==> src/rtl/random_tile_picker.sv <==
// random_tile_picker: draws nibbles from the LFSR stream and uses rejection
// sampling to pick an in-range tile. Each candidate is checked against the map,
// and the search retries until it finds a free tile or runs out of attempts.
// The result comes out as a one-cycle valid pulse, and the coordinates stay
// held until the next result.
module random_tile_picker #(
  parameter int X_TILES     = 10,
  parameter int Y_TILES     = 7,
  parameter int MAX_TRIES   = 8,
  parameter int MAX_REJECTS = 32,
  parameter int FALLBACK_X  = 0,
  parameter int FALLBACK_Y  = 0
) (
  input  logic       clk,
  input  logic       rst,
  input  logic [3:0] rn,
  input  logic       req,
  input  logic       cand_blocked,
  output logic       busy,
  output logic       cand_valid,
  output logic [3:0] cand_x,
  output logic [3:0] cand_y,
  output logic       valid,
  output logic [3:0] tile_x,
  output logic [3:0] tile_y,
  output logic       fallback
);

  // 5-bit limits so that a tile count of 16 accepts every nibble
  localparam logic [4:0] X_LIM   = 5'(X_TILES);
  localparam logic [4:0] Y_LIM   = 5'(Y_TILES);
  localparam logic [7:0] TRY_LIM = 8'(MAX_TRIES);
  localparam logic [7:0] REJ_LIM = 8'(MAX_REJECTS);
  localparam logic [3:0] FB_X    = 4'(FALLBACK_X);
  localparam logic [3:0] FB_Y    = 4'(FALLBACK_Y);

  typedef enum logic [2:0] {
    S_IDLE,
    S_DRAW_X,
    S_DRAW_Y,
    S_CHECK,
    S_DONE
  } state_t;

  state_t     state_q;
  logic       busy_q;
  logic       cand_valid_q;
  logic       valid_q;
  logic       fallback_q;
  logic [3:0] cand_x_q;
  logic [3:0] cand_y_q;
  logic [3:0] tile_x_q;
  logic [3:0] tile_y_q;
  logic [7:0] tries_q;
  logic [7:0] rejects_q;

  logic       x_ok;
  logic       y_ok;
  logic [7:0] tries_d;
  logic [7:0] rejects_d;

  // Range test on the incoming nibble and the incremented attempt counters
  always_comb begin
    x_ok      = ({1'b0, rn} < X_LIM);
    y_ok      = ({1'b0, rn} < Y_LIM);
    tries_d   = tries_q + 8'd1;
    rejects_d = rejects_q + 8'd1;
  end

  // Pick FSM; status flags are registered alongside the state they describe
  always_ff @(posedge clk) begin
    if (rst) begin
      state_q      <= S_IDLE;
      busy_q       <= 1'b0;
      cand_valid_q <= 1'b0;
      valid_q      <= 1'b0;
      fallback_q   <= 1'b0;
      cand_x_q     <= 4'd0;
      cand_y_q     <= 4'd0;
      tile_x_q     <= 4'd0;
      tile_y_q     <= 4'd0;
      tries_q      <= 8'd0;
      rejects_q    <= 8'd0;
    end else begin
      cand_valid_q <= 1'b0;
      valid_q      <= 1'b0;
      case (state_q)
        S_IDLE: begin
          if (req) begin
            tries_q   <= 8'd0;
            rejects_q <= 8'd0;
            busy_q    <= 1'b1;
            state_q   <= S_DRAW_X;
          end
        end
        S_DRAW_X: begin
          if (x_ok) begin
            cand_x_q <= rn;
            state_q  <= S_DRAW_Y;
          end else begin
            rejects_q <= rejects_d;
            if (rejects_d == REJ_LIM) begin
              tile_x_q   <= FB_X;
              tile_y_q   <= FB_Y;
              fallback_q <= 1'b1;
              valid_q    <= 1'b1;
              state_q    <= S_DONE;
            end
          end
        end
        S_DRAW_Y: begin
          if (y_ok) begin
            cand_y_q     <= rn;
            cand_valid_q <= 1'b1;
            state_q      <= S_CHECK;
          end else begin
            rejects_q <= rejects_d;
            if (rejects_d == REJ_LIM) begin
              tile_x_q   <= FB_X;
              tile_y_q   <= FB_Y;
              fallback_q <= 1'b1;
              valid_q    <= 1'b1;
              state_q    <= S_DONE;
            end
          end
        end
        S_CHECK: begin
          if (!cand_blocked) begin
            tile_x_q   <= cand_x_q;
            tile_y_q   <= cand_y_q;
            fallback_q <= 1'b0;
            valid_q    <= 1'b1;
            state_q    <= S_DONE;
          end else begin
            tries_q <= tries_d;
            if (tries_d == TRY_LIM) begin
              tile_x_q   <= FB_X;
              tile_y_q   <= FB_Y;
              fallback_q <= 1'b1;
              valid_q    <= 1'b1;
              state_q    <= S_DONE;
            end else begin
              state_q <= S_DRAW_X;
            end
          end
        end
        S_DONE: begin
          busy_q  <= 1'b0;
          state_q <= S_IDLE;
        end
        default: begin
          busy_q  <= 1'b0;
          state_q <= S_IDLE;
        end
      endcase
    end
  end

  assign busy       = busy_q;
  assign cand_valid = cand_valid_q;
  assign cand_x     = cand_x_q;
  assign cand_y     = cand_y_q;
  assign valid      = valid_q;
  assign tile_x     = tile_x_q;
  assign tile_y     = tile_y_q;
  assign fallback   = fallback_q;

endmodule

==> config.mk <==
export PLATFORM = sky130hd
export DESIGN_NAME = random_tile_picker
export DESIGN_NICKNAME = d
export VERILOG_FILES = /design/src/rtl/random_tile_picker.sv
export SDC_FILE = /design/constraint.sdc
export NUM_CORES = 1
export LEC_CHECK = 0
export BUFFER_PORTS_ARGS = -buffer_cell sky130_fd_sc_hd__buf_2
export CORE_MARGIN = 5
export CORE_UTILIZATION = 51
export CTS_CLUSTER_SIZE = 30
export DETAILED_ROUTE_END_ITERATION = 8
export PLACE_DENSITY_LB_ADDON = 0.25
export SLEW_MARGIN = 40
export SYNTH_ARGS = -nofsm -noshare
export SYNTH_HDL_FRONTEND = slang
export SYNTH_SLANG_ARGS = --single-unit
==> constraint.sdc <==
create_clock -name clk -period 2 [get_ports clk]
set_input_delay 0.2 -clock clk [delete_from_list [all_inputs] [get_ports clk]]
set_output_delay 0.2 -clock clk [all_outputs]
set_load 0.005 [all_outputs]
Word-level counts from Yosys, hierarchy flattened
Index checks and enable logic that the tools add are counted.
{"block": "word_totals", "input_bits": 8, "reg_bits": 39, "elab_cells": 78}
{"block": "op_classes", "n_reduce_logical": 12, "mux": 39, "n_eq_ne": 10, "bitwise": 2, "n_addsub": 2, "magnitude_cmp": 2}
{"cell": "$mux 4", "count": 9}
{"cell": "$mux 8", "count": 4}
{"cell": "$pmux 4 s3", "count": 2}
{"cell": "$pmux 8 s3", "count": 1}
{"cell": "$mux 3", "count": 6}
{"cell": "$add 8x1->8 const B", "count": 2}
{"cell": "$pmux 8 s2", "count": 1}
{"cell": "$mux 1", "count": 12}
{"cell": "$pmux 3 s4", "count": 1}
{"cell": "$eq 8x4->1 const B", "count": 1}
{"cell": "$eq 8x6->1 const B", "count": 1}
{"cell": "$ne 2x2->1 const B", "count": 4}
{"cell": "$reduce_and 4->1", "count": 2}
{"cell": "$eq 3x2->1 const B", "count": 2}
{"cell": "$pmux 1 s3", "count": 2}
{"cell": "$reduce_and 2->1", "count": 3}
{"cell": "$reduce_bool 3->1", "count": 2}
{"cell": "$lt 4x3->1 const B", "count": 1}
{"cell": "$lt 4x4->1 const B", "count": 1}
{"cell": "$eq 3x1->1 const B", "count": 1}
{"cell": "$logic_not 3->1", "count": 1}
{"cell": "$ne 3x3->1 const B", "count": 1}
{"cell": "$reduce_and 3->1", "count": 1}
{"cell": "$reduce_or 3->1", "count": 1}
{"cell": "other kinds (4)", "count": 5}

Depth between registers and ports, before layout
Gate-level depths: netlist of run 1.
{"block": "depth", "ltp_word": 5, "mapped_depth": 8, "depth_no_buf": 6}

Least setup slack after synthesis of run 1
Ideal clock, no wire load.
{"block": "synth_path", "kind": "register to register", "from": "register rejects_q[0]", "to": "register tile_x_q[0], in the netlist tile_x[0]", "slack_ns": 0.086, "setup_time_ns": 0.115, "arrival_ns": 1.800, "stages_incl_launch_ff": 7, "cell_sequence": "dfxtp_1 ha_1 nand3b_1 or4_4 o31a_1 buf_6 a21o_2"}
{"block": "synth_between", "elab_chain_len": 5, "elab_cells_between_ends": 6, "cone_classes": "1 x add/sub; 1 x eq/ne; 4 x mux"}
{"item": "start, declared", "line": "55", "text": "logic [7:0] rejects_q;"}
{"item": "start signal, assigned", "line": "101", "text": "rejects_q <= rejects_d;"}
{"item": "start signal, assigned", "line": "117", "text": "rejects_q <= rejects_d;"}
{"item": "$add 8x1->8 *", "line": "67", "text": "rejects_d = rejects_q + 8'd1;"}
{"item": "$eq 8x6->1 *", "line": "102, 118"}
{"item": "$mux 4 *"}
{"item": "$mux 4"}
{"item": "$pmux 4 s3 *"}
{"item": "end signal, assigned", "line": "129", "text": "tile_x_q <= cand_x_q;"}
{"item": "end, declared", "line": "52", "text": "logic [3:0] tile_x_q;"}
Mark *: on every way between the ends. The rest lies on a longest branch, timed or not. The select of a mux whose other input is x is not followed.
A chain may end at the register's enable or synchronous reset.

Final worst setup path of run 1
{"block": "layout_path", "from": "register rejects_q[0]", "to": "register fallback_q, in the netlist fallback"}
{"block": "layout_between", "elab_chain_len": 5, "elab_cells_between_ends": 6, "cone_classes": "1 x add/sub; 1 x eq/ne; 4 x mux"}
{"item": "$add 8x1->8 *", "line": "67"}
{"item": "$eq 8x6->1 *", "line": "102, 118"}
{"item": "$mux 1 *"}
{"item": "$mux 1, on equally long branches"}
{"item": "$pmux 1 s3 *"}
{"item": "end signal, assigned", "line": "105", "text": "fallback_q <= 1'b1;"}
{"item": "end signal, assigned", "line": "121", "text": "fallback_q <= 1'b1;"}
{"item": "end signal, assigned", "line": "131", "text": "fallback_q <= 1'b0;"}
{"item": "end, declared", "line": "49", "text": "logic fallback_q;"}
Marks and branches as above.

==> results.py, run 1 <==
metrics = {
    "clock_network": {
        "cts_tree": "built",
        "clock_latency_ps": 290,
        "cts_buffers": 5,
        "max-clock-path-buffers": 2,
        "htree_num_levels": 2,
        "hold_buffers": 0,
        "cts_setup_buffers": 0,
        "cts.clk_slew.worst_paths_ps": 80,
        "cts-root-buf": "clkbuf_8",
        "cts.sinks": 39,
    },
    "timing": {
        "skew_ps": 9.27,
        "slew-limit-headroom": 0.573,
        "slew_viol_final": 0,
        "finalSetupViolations": 0,
        "max_freq_ghz": 0.518,
        "tns_ps": 0,
        "finalHoldViolations": 0,
        "finalCriticalPeriod_ps": 1930,
        "tightest_slew_ps": 639,
        "finalCritPeriodShare": 0.966,
        "fin_ws_ps": 67.8,
    },
    "logic_synthesis": {
        "synth_seq_area_share": 0.391,
        "synth_cell_types": 50,
        "yosysMostFrequentCell": "dfxtp_1",
        "synth_cells": 242,
        "yosysWarnings": 0,
        "ys.flop_type": "dfxtp_1",
        "syn_area_per_cell_um2": 8.25,
        "netlist_top_cells_area": "dfxtp_1 39%, a21oi_1 6.3%, nand2_1 4.9%",
        "yosysTopAreaCell": "dfxtp_1",
        "yosys-top-cells-count": "39 x dfxtp_1, 26 x nand2_1, 25 x a21oi_1, 17 x o21ai_0, 15 x nor2_1",
        "ys_ff_latch": 39,
        "async_flop_share": 0,
        "synth_edf_count": 0,
        "synth.net_count": 252,
        "syn-cell-area_mm2": 0.00200,
        "synth_top_area_share": 0.391,
    },
    "placed_design": {
        "io_buffers": 27,
        "place_congestion": 0.874,
        "placed_area_mm2": 0.00226,
        "dp_slack_ps": -16.4,
        "place_hpwl_um": 3460,
    },
    "global_route": {
        "grt_pass1_wl_um": 7670,
        "grt_usage": 0.183,
        "antenna_found_initial": 0,
        "grt_pass1_vias": 1680,
        "grt_max_degree": 28,
        "grt_overflow_total": 0,
    },
    "die": {
        "die_x_um": 72.6,
        "row_count": 22,
        "coreArea_mm2": 0.00372,
        "dieArea_mm2": 0.00526,
        "start_util": 0.537,
        "io_pins": 28,
        "dieHeight_um": 72.6,
    },
    "pwr": {
        "swShare": 0.259,
        "power_frac_comb": 0.134,
        "ir_drop_uv": 502,
        "p_per_area_mw_per_mm2": 701,
        "internal_power_uw": 1250,
        "p_switching_uw": 437,
        "power.share.clock": 0.387,
        "p_leak_uw": 0.00102,
        "p_seq_frac": 0.480,
    },
    "detailed_routing": {
        "postRouteAntennaNets": 0,
        "drt-initial-drc-count": 142,
        "vias": 1911,
        "post_drt_wl_per_cell_um": 15.1,
        "dr.pass1.iters": 5,
        "routed_wl_um": 4980,
        "drcViolationCount": 0,
        "via_per_inst": 5.79,
    },
    "worst_setup_path": {
        "critPathLaunchType": "flip-flop",
        "critPathKind": "flip-flop to flip-flop",
        "worst_ep_required_time_ps": 2210,
        "worstPathArrival_ps": 2140,
        "end_kind": "flip-flop",
        "path_max_fanout": 6,
    },
    "final_layout": {
        "finalInstanceArea_mm2": 0.00241,
        "nets": 291,
        "num_antenna_cells": 0,
        "area_growth_pct": 20.8,
        "utilization": 0.649,
        "drive_above_1_share": 0.277,
    },
    "run_status": {
        "status": "complete, no violations",
    },
    "worst_hold_path": {
        "hold_class": "input pin to flip-flop",
    },
    "flow_run": {
        "drv_cap": 0,
    },
}
==> cells by family after synthesis <==
family / after synthesis / synth area share
AO/OA/AOI/OAI: 80 / 0.262
flip-flops: 39 / 0.391
XOR/XNOR: 3 / 0.0132
AND/OR/NAND/NOR: 99 / 0.271
adder cells (fa/ha/maj): 2 / 0.0125
buffers and inverters: 18 / 0.0439
multiplexers: 1 / 0.00564
==> power groups by stage <==
stage	sequential (uW)	combinational, uW	clock [uW]
after floorplan	826	134	0
after global placement	827	216	0
after detailed placement	828	219	0
after CTS	810	220	669
after global routing	813	250	706
final	811	226	654
==> cell usage in the layout (no fill, tap or decap), types with 3 or more instances in the layout <==
| master | instances |
|---|---|
| o21ai_0 | 17 |
| clkbuf_8 | 5 |
| a21o_2 | 6 |
| dfxtp_1 | 37 |
| a21oi_1 | 24 |
| o211ai_1 | 3 |
| and3_1 | 3 |
| or3_1 | 3 |
| nor3_1 | 4 |
| nand4b_1 | 3 |
| nor2b_1 | 12 |
| nor2_1 | 15 |
| buf_4 | 18 |
| nand3_1 | 10 |
| a21o_1 | 4 |
| nand2_1 | 25 |
| a31oi_1 | 7 |
| a22o_1 | 7 |
| buf_2 | 27 |
| inv_1 | 4 |
==> timing repair <==
action,4_1_cts,5_1_grt
pin swaps,0,2
setup endpoints to repair,1,11
gates cloned,0,1
resized for setup,1,7
==> critical path, stage by stage, from the launching register on <==
cell,delay (ps)
dfxtp_2,340
ha_1,210
buf_4,150
and3_4,190
xnor2_2,140
nand2_2,100
o31a_4,400
o41ai_2,300
==> area by class of cell <==
class	count	area (um^2)
Fill cell	334	1310
Tap cell	48	60.1
Clock buffer	5	68.8
Clock inverter	3	43.8
Sequential cell	39	783
Inverter	4	15.0
Timing Repair Buffer	45	270
Multi-Input combinational cell	186	1170
==> per-stage QoR <==
| stage | total power [uW] | hold slack [ps] | instances |
|---|---|---|---|
| floorplan | 960 | 347 | 242 |
| global placement | 1040 | 438 | 321 |
| detailed placement | 1050 | 437 | 321 |
| CTS | 1700 | 176 | 329 |
| global route | 1770 | 181 | 330 |
| finish | 1690 | 195 | 330 |
==> worst paths after layout <==
check               startpoint   endpoint  depth (start not counted)  slack (ps)
hold reg to reg       fallback   fallback                          2         460
setup / recovery  rejects_q[0]   fallback                          7          70
hold / removal           rn[0]  cand_y[0]                          3         190
setup reg to reg  rejects_q[0]   fallback                          7          70
==> sequential cells by signal (all words and copies together), names as in the netlist <==
signal and count:
busy 1, cand_valid 1, cand_x 4, cand_y 4
fallback 1, rejects_q 8, state_q 3, tile_x 4
tile_y 4, tries_q 8, valid 1
==> per-layer routing <==
layer | part of all wire | global-route usage
met5 | 0 | 0
met2 | 0.48 | 0.295
met3 | 0.056 | 0.0429
met1 | 0.44 | 0.238
met4 | 0.019 | 0.0697
Note: power is estimated with default switching activity, not from simulation.
==> inputs of run 2 (changes only) <==
--- a/config.mk
+++ b/config.mk
@@ -5,9 +5,10 @@
 export SDC_FILE = /design/constraint.sdc
 export NUM_CORES = 1
 export LEC_CHECK = 0
+export ABC_AREA = 1
 export BUFFER_PORTS_ARGS = -buffer_cell sky130_fd_sc_hd__buf_2
 export CORE_MARGIN = 5
-export CORE_UTILIZATION = 51
+export CORE_UTILIZATION = 50
 export CTS_CLUSTER_SIZE = 30
 export DETAILED_ROUTE_END_ITERATION = 8
 export PLACE_DENSITY_LB_ADDON = 0.25
==> run 2 against run 1 <==
Compared with the run above: synthesized cell count rose by 12%; sequential share of layout area rose by 3.1 points; maximum frequency rose by 7.6%; cell count rose by 7.0%; total power rose by 0.43%; register-to-register slack improved by 140 ps; first-iteration DRC count rose by 5.6%.
==> results.py, run 2 <==
metrics = {
    "die": {
        "coreArea_mm2": 0.00369,
        "start_util": 0.519,
        "dieHeight_um": 71.9,
        "row_count": 22,
        "dieArea_mm2": 0.00517,
        "die_x_um": 71.9,
        "io_pins": 28,
    },
    "worst_setup_path": {
        "worstPathArrival_ps": 1990,
        "slowest_stage": "dfxtp_1",
        "worst_ep_required_time_ps": 2190,
        "reg2reg_to": "tile_x[3]",
        "cpPeakStageDelay_ps": 390,
        "end_kind": "flip-flop",
        "cp_cell_sequence": "ha_2 > nand3_1 > nand2_1 > nand3_1 > nor2_1 > nand3_2 > nand2_2 > nor2_4 > nor2_1 > nor2_1",
        "reg2reg_slack_ps": 200,
        "r2r-start": "rejects_q[0]",
        "r2r_cells": 10,
        "critPathMostFrequentCell": "nor2_1",
        "path_max_fanout": 9,
        "critPathLaunchType": "flip-flop",
        "critPathKind": "flip-flop to flip-flop",
    },
    "detailed_routing": {
        "routed_wl_um": 4220,
        "drt-initial-drc-count": 150,
        "drcViolationCount": 0,
        "via_per_inst": 5.05,
        "postRouteAntennaNets": 0,
        "dr.pass1.iters": 4,
        "post_drt_wl_per_cell_um": 12.0,
        "vias": 1784,
    },
    "clock_network": {
        "cts_resized": 0,
        "clock_latency_ps": 290,
        "cts_tree": "built",
        "htree_num_levels": 2,
        "cts.sinks": 39,
        "max-clock-path-buffers": 2,
        "cts-root-buf": "clkbuf_8",
        "hold_buffers": 0,
        "cts.clk_slew.worst_paths_ps": 80,
        "cts_setup_buffers": 0,
        "cts_buffers": 5,
    },
    "timing": {
        "whs_ps": 185,
        "finalSetupViolations": 0,
        "slew_viol_final": 0,
        "tightest_slew_ps": 524,
        "finalCritPeriodShare": 0.898,
        "finalHoldViolations": 0,
        "rsz0062_at_grt": "no",
        "finalCriticalPeriod_ps": 1800,
        "max_freq_ghz": 0.557,
        "skew_ps": 4.31,
        "fin_ws_ps": 204,
        "tns_ps": 0,
        "slew-limit-headroom": 0.650,
    },
    "global_route": {
        "grt_pass1_vias": 1734,
        "grt_overflow_total": 0,
        "grt_pass1_wl_um": 7400,
        "antenna_found_initial": 0,
        "grt_max_degree": 22,
        "grt_usage": 0.176,
    },
    "final_layout": {
        "drive_above_1_share": 0.226,
        "final_cell_mix": "53 x nand2_1, 39 x dfxtp_1, 33 x nor2_1",
        "utilization": 0.595,
        "fillers": 369,
        "num_antenna_cells": 0,
        "reg_top3": "rejects_q (8), tries_q (8)",
        "final_common_cell": "nand2_1",
        "nets": 314,
        "area_growth_pct": 14.6,
        "finalInstanceArea_mm2": 0.00219,
    },
    "placed_design": {
        "io_buffers": 27,
        "dp_slack_ps": 207,
        "placed_area_mm2": 0.00210,
        "place_hpwl_um": 3110,
        "place_congestion": 0.863,
    },
    "logic_synthesis": {
        "synth.net_count": 282,
        "yosysMostFrequentCell": "nand2_1",
        "synthMuxAreaShare": 0,
        "synth_edf_count": 0,
        "synth_seq_area_share": 0.408,
        "synth_xor_area_frac": 0.00915,
        "synth_cell_types": 28,
        "yosysWarnings": 0,
        "ys.flop_type": "dfxtp_1",
        "synth_compound_area_frac": 0.149,
        "synth_top_area_share": 0.408,
        "syn_area_per_cell_um2": 7.04,
        "synth_top_family_by_area": "simple AND/OR/NAND/NOR gates",
        "synth_cells": 272,
        "synthSimpleGateAreaFrac": 0.329,
        "async_flop_share": 0,
        "synth_fa_ha_area_frac": 0.0131,
        "syn-cell-area_mm2": 0.00191,
        "yosys-top-cells-count": "53 x nand2_1, 39 x dfxtp_1, 33 x nor2_1, 29 x inv_1, 26 x a21oi_1",
        "ys_ff_latch": 39,
        "netlist_top_cells_area": "dfxtp_1 41%, nand2_1 10%, a21oi_1 6.8%",
        "yosysTopAreaCell": "dfxtp_1",
    },
    "pwr": {
        "p_per_area_mw_per_mm2": 774,
        "ir_drop_uv": 588,
        "p_leak_uw": 0.000955,
    },
    "run_status": {
        "status": "complete, no violations",
    },
    "worst_hold_path": {
        "hold_class": "input pin to flip-flop",
        "whs_endpoint": "cand_x[3]",
        "hold_depth": 3,
        "min_from": "rn[3]",
    },
    "flow_run": {
        "drv_cap": 0,
    },
}
## run 2: critical path: cells and delay by family, from the launching register on
family | cells | cell delay (ps)
DFF | 1 | 390
adders and majority gates | 1 | 240
and+or+nand+nor | 9 | 1050
## run 2: worst max-delay path by stage
| stage | start | endpoint | slack [ps] |
|---|---|---|---|
| 6_report | rejects_q[0] | tile_x[3] | 200 |
| 2_1_floorplan | rejects_q[0] | tile_x[0] | 430 |
| 3_5_place_dp | rejects_q[0] | tile_x[3] | 210 |
| 4_1_cts | rejects_q[0] | tile_x[3] | 210 |
| 5_1_grt | rejects_q[0] | tile_x[0] | 10 |
| 3_3_place_gp | rejects_q[0] | tile_x[0] | 260 |
## run 2: cells by family (layout without fill, tap and decap cells)
logic type,Yosys count,after routing
simple gates,132,132
compound gates,52,52
buf+inv,45,78
flops,39,39
fa+ha+maj,2,2
xor+xnor,2,2
## run 2: layer usage
layer	GRT usage	part of all wire	up-vias
met2	0.298	0.47	31
met1	0.220	0.48	799
met4	0.0459	0.0095	0
met5	0	0	-
met3	0.0505	0.040	5
li1	-	-	949
## run 2: final cells by class
type | instances | area [um^2] | area share
Timing Repair Buffer | 29 | 150 | 0.0685
Sequential cell | 39 | 781 | 0.356
Multi-Input combinational cell | 188 | 960 | 0.438
Clock buffer | 5 | 68.8 | 0.0314
Tap cell | 48 | 60.1 | 0.0274
Clock inverter | 3 | 20.0 | 0.00913
Inverter | 41 | 154 | 0.0702
## run 2: power by group
| group | internal, uW | switching (uW) | leakage [uW] |
|---|---|---|---|
| combinational | 106 | 207 | 0.000599 |
| clock | 242 | 282 | 0.0000402 |
| sequential | 823 | 37.5 | 0.000316 |
| total | 1170 | 527 | 0.000955 |
## run 2: per-stage QoR
stage	cells	power, uW
floorplan	272	1090
finish	353	1700
detailed placement	345	1190
global placement	345	1180
CTS	353	1710
global route	353	1790
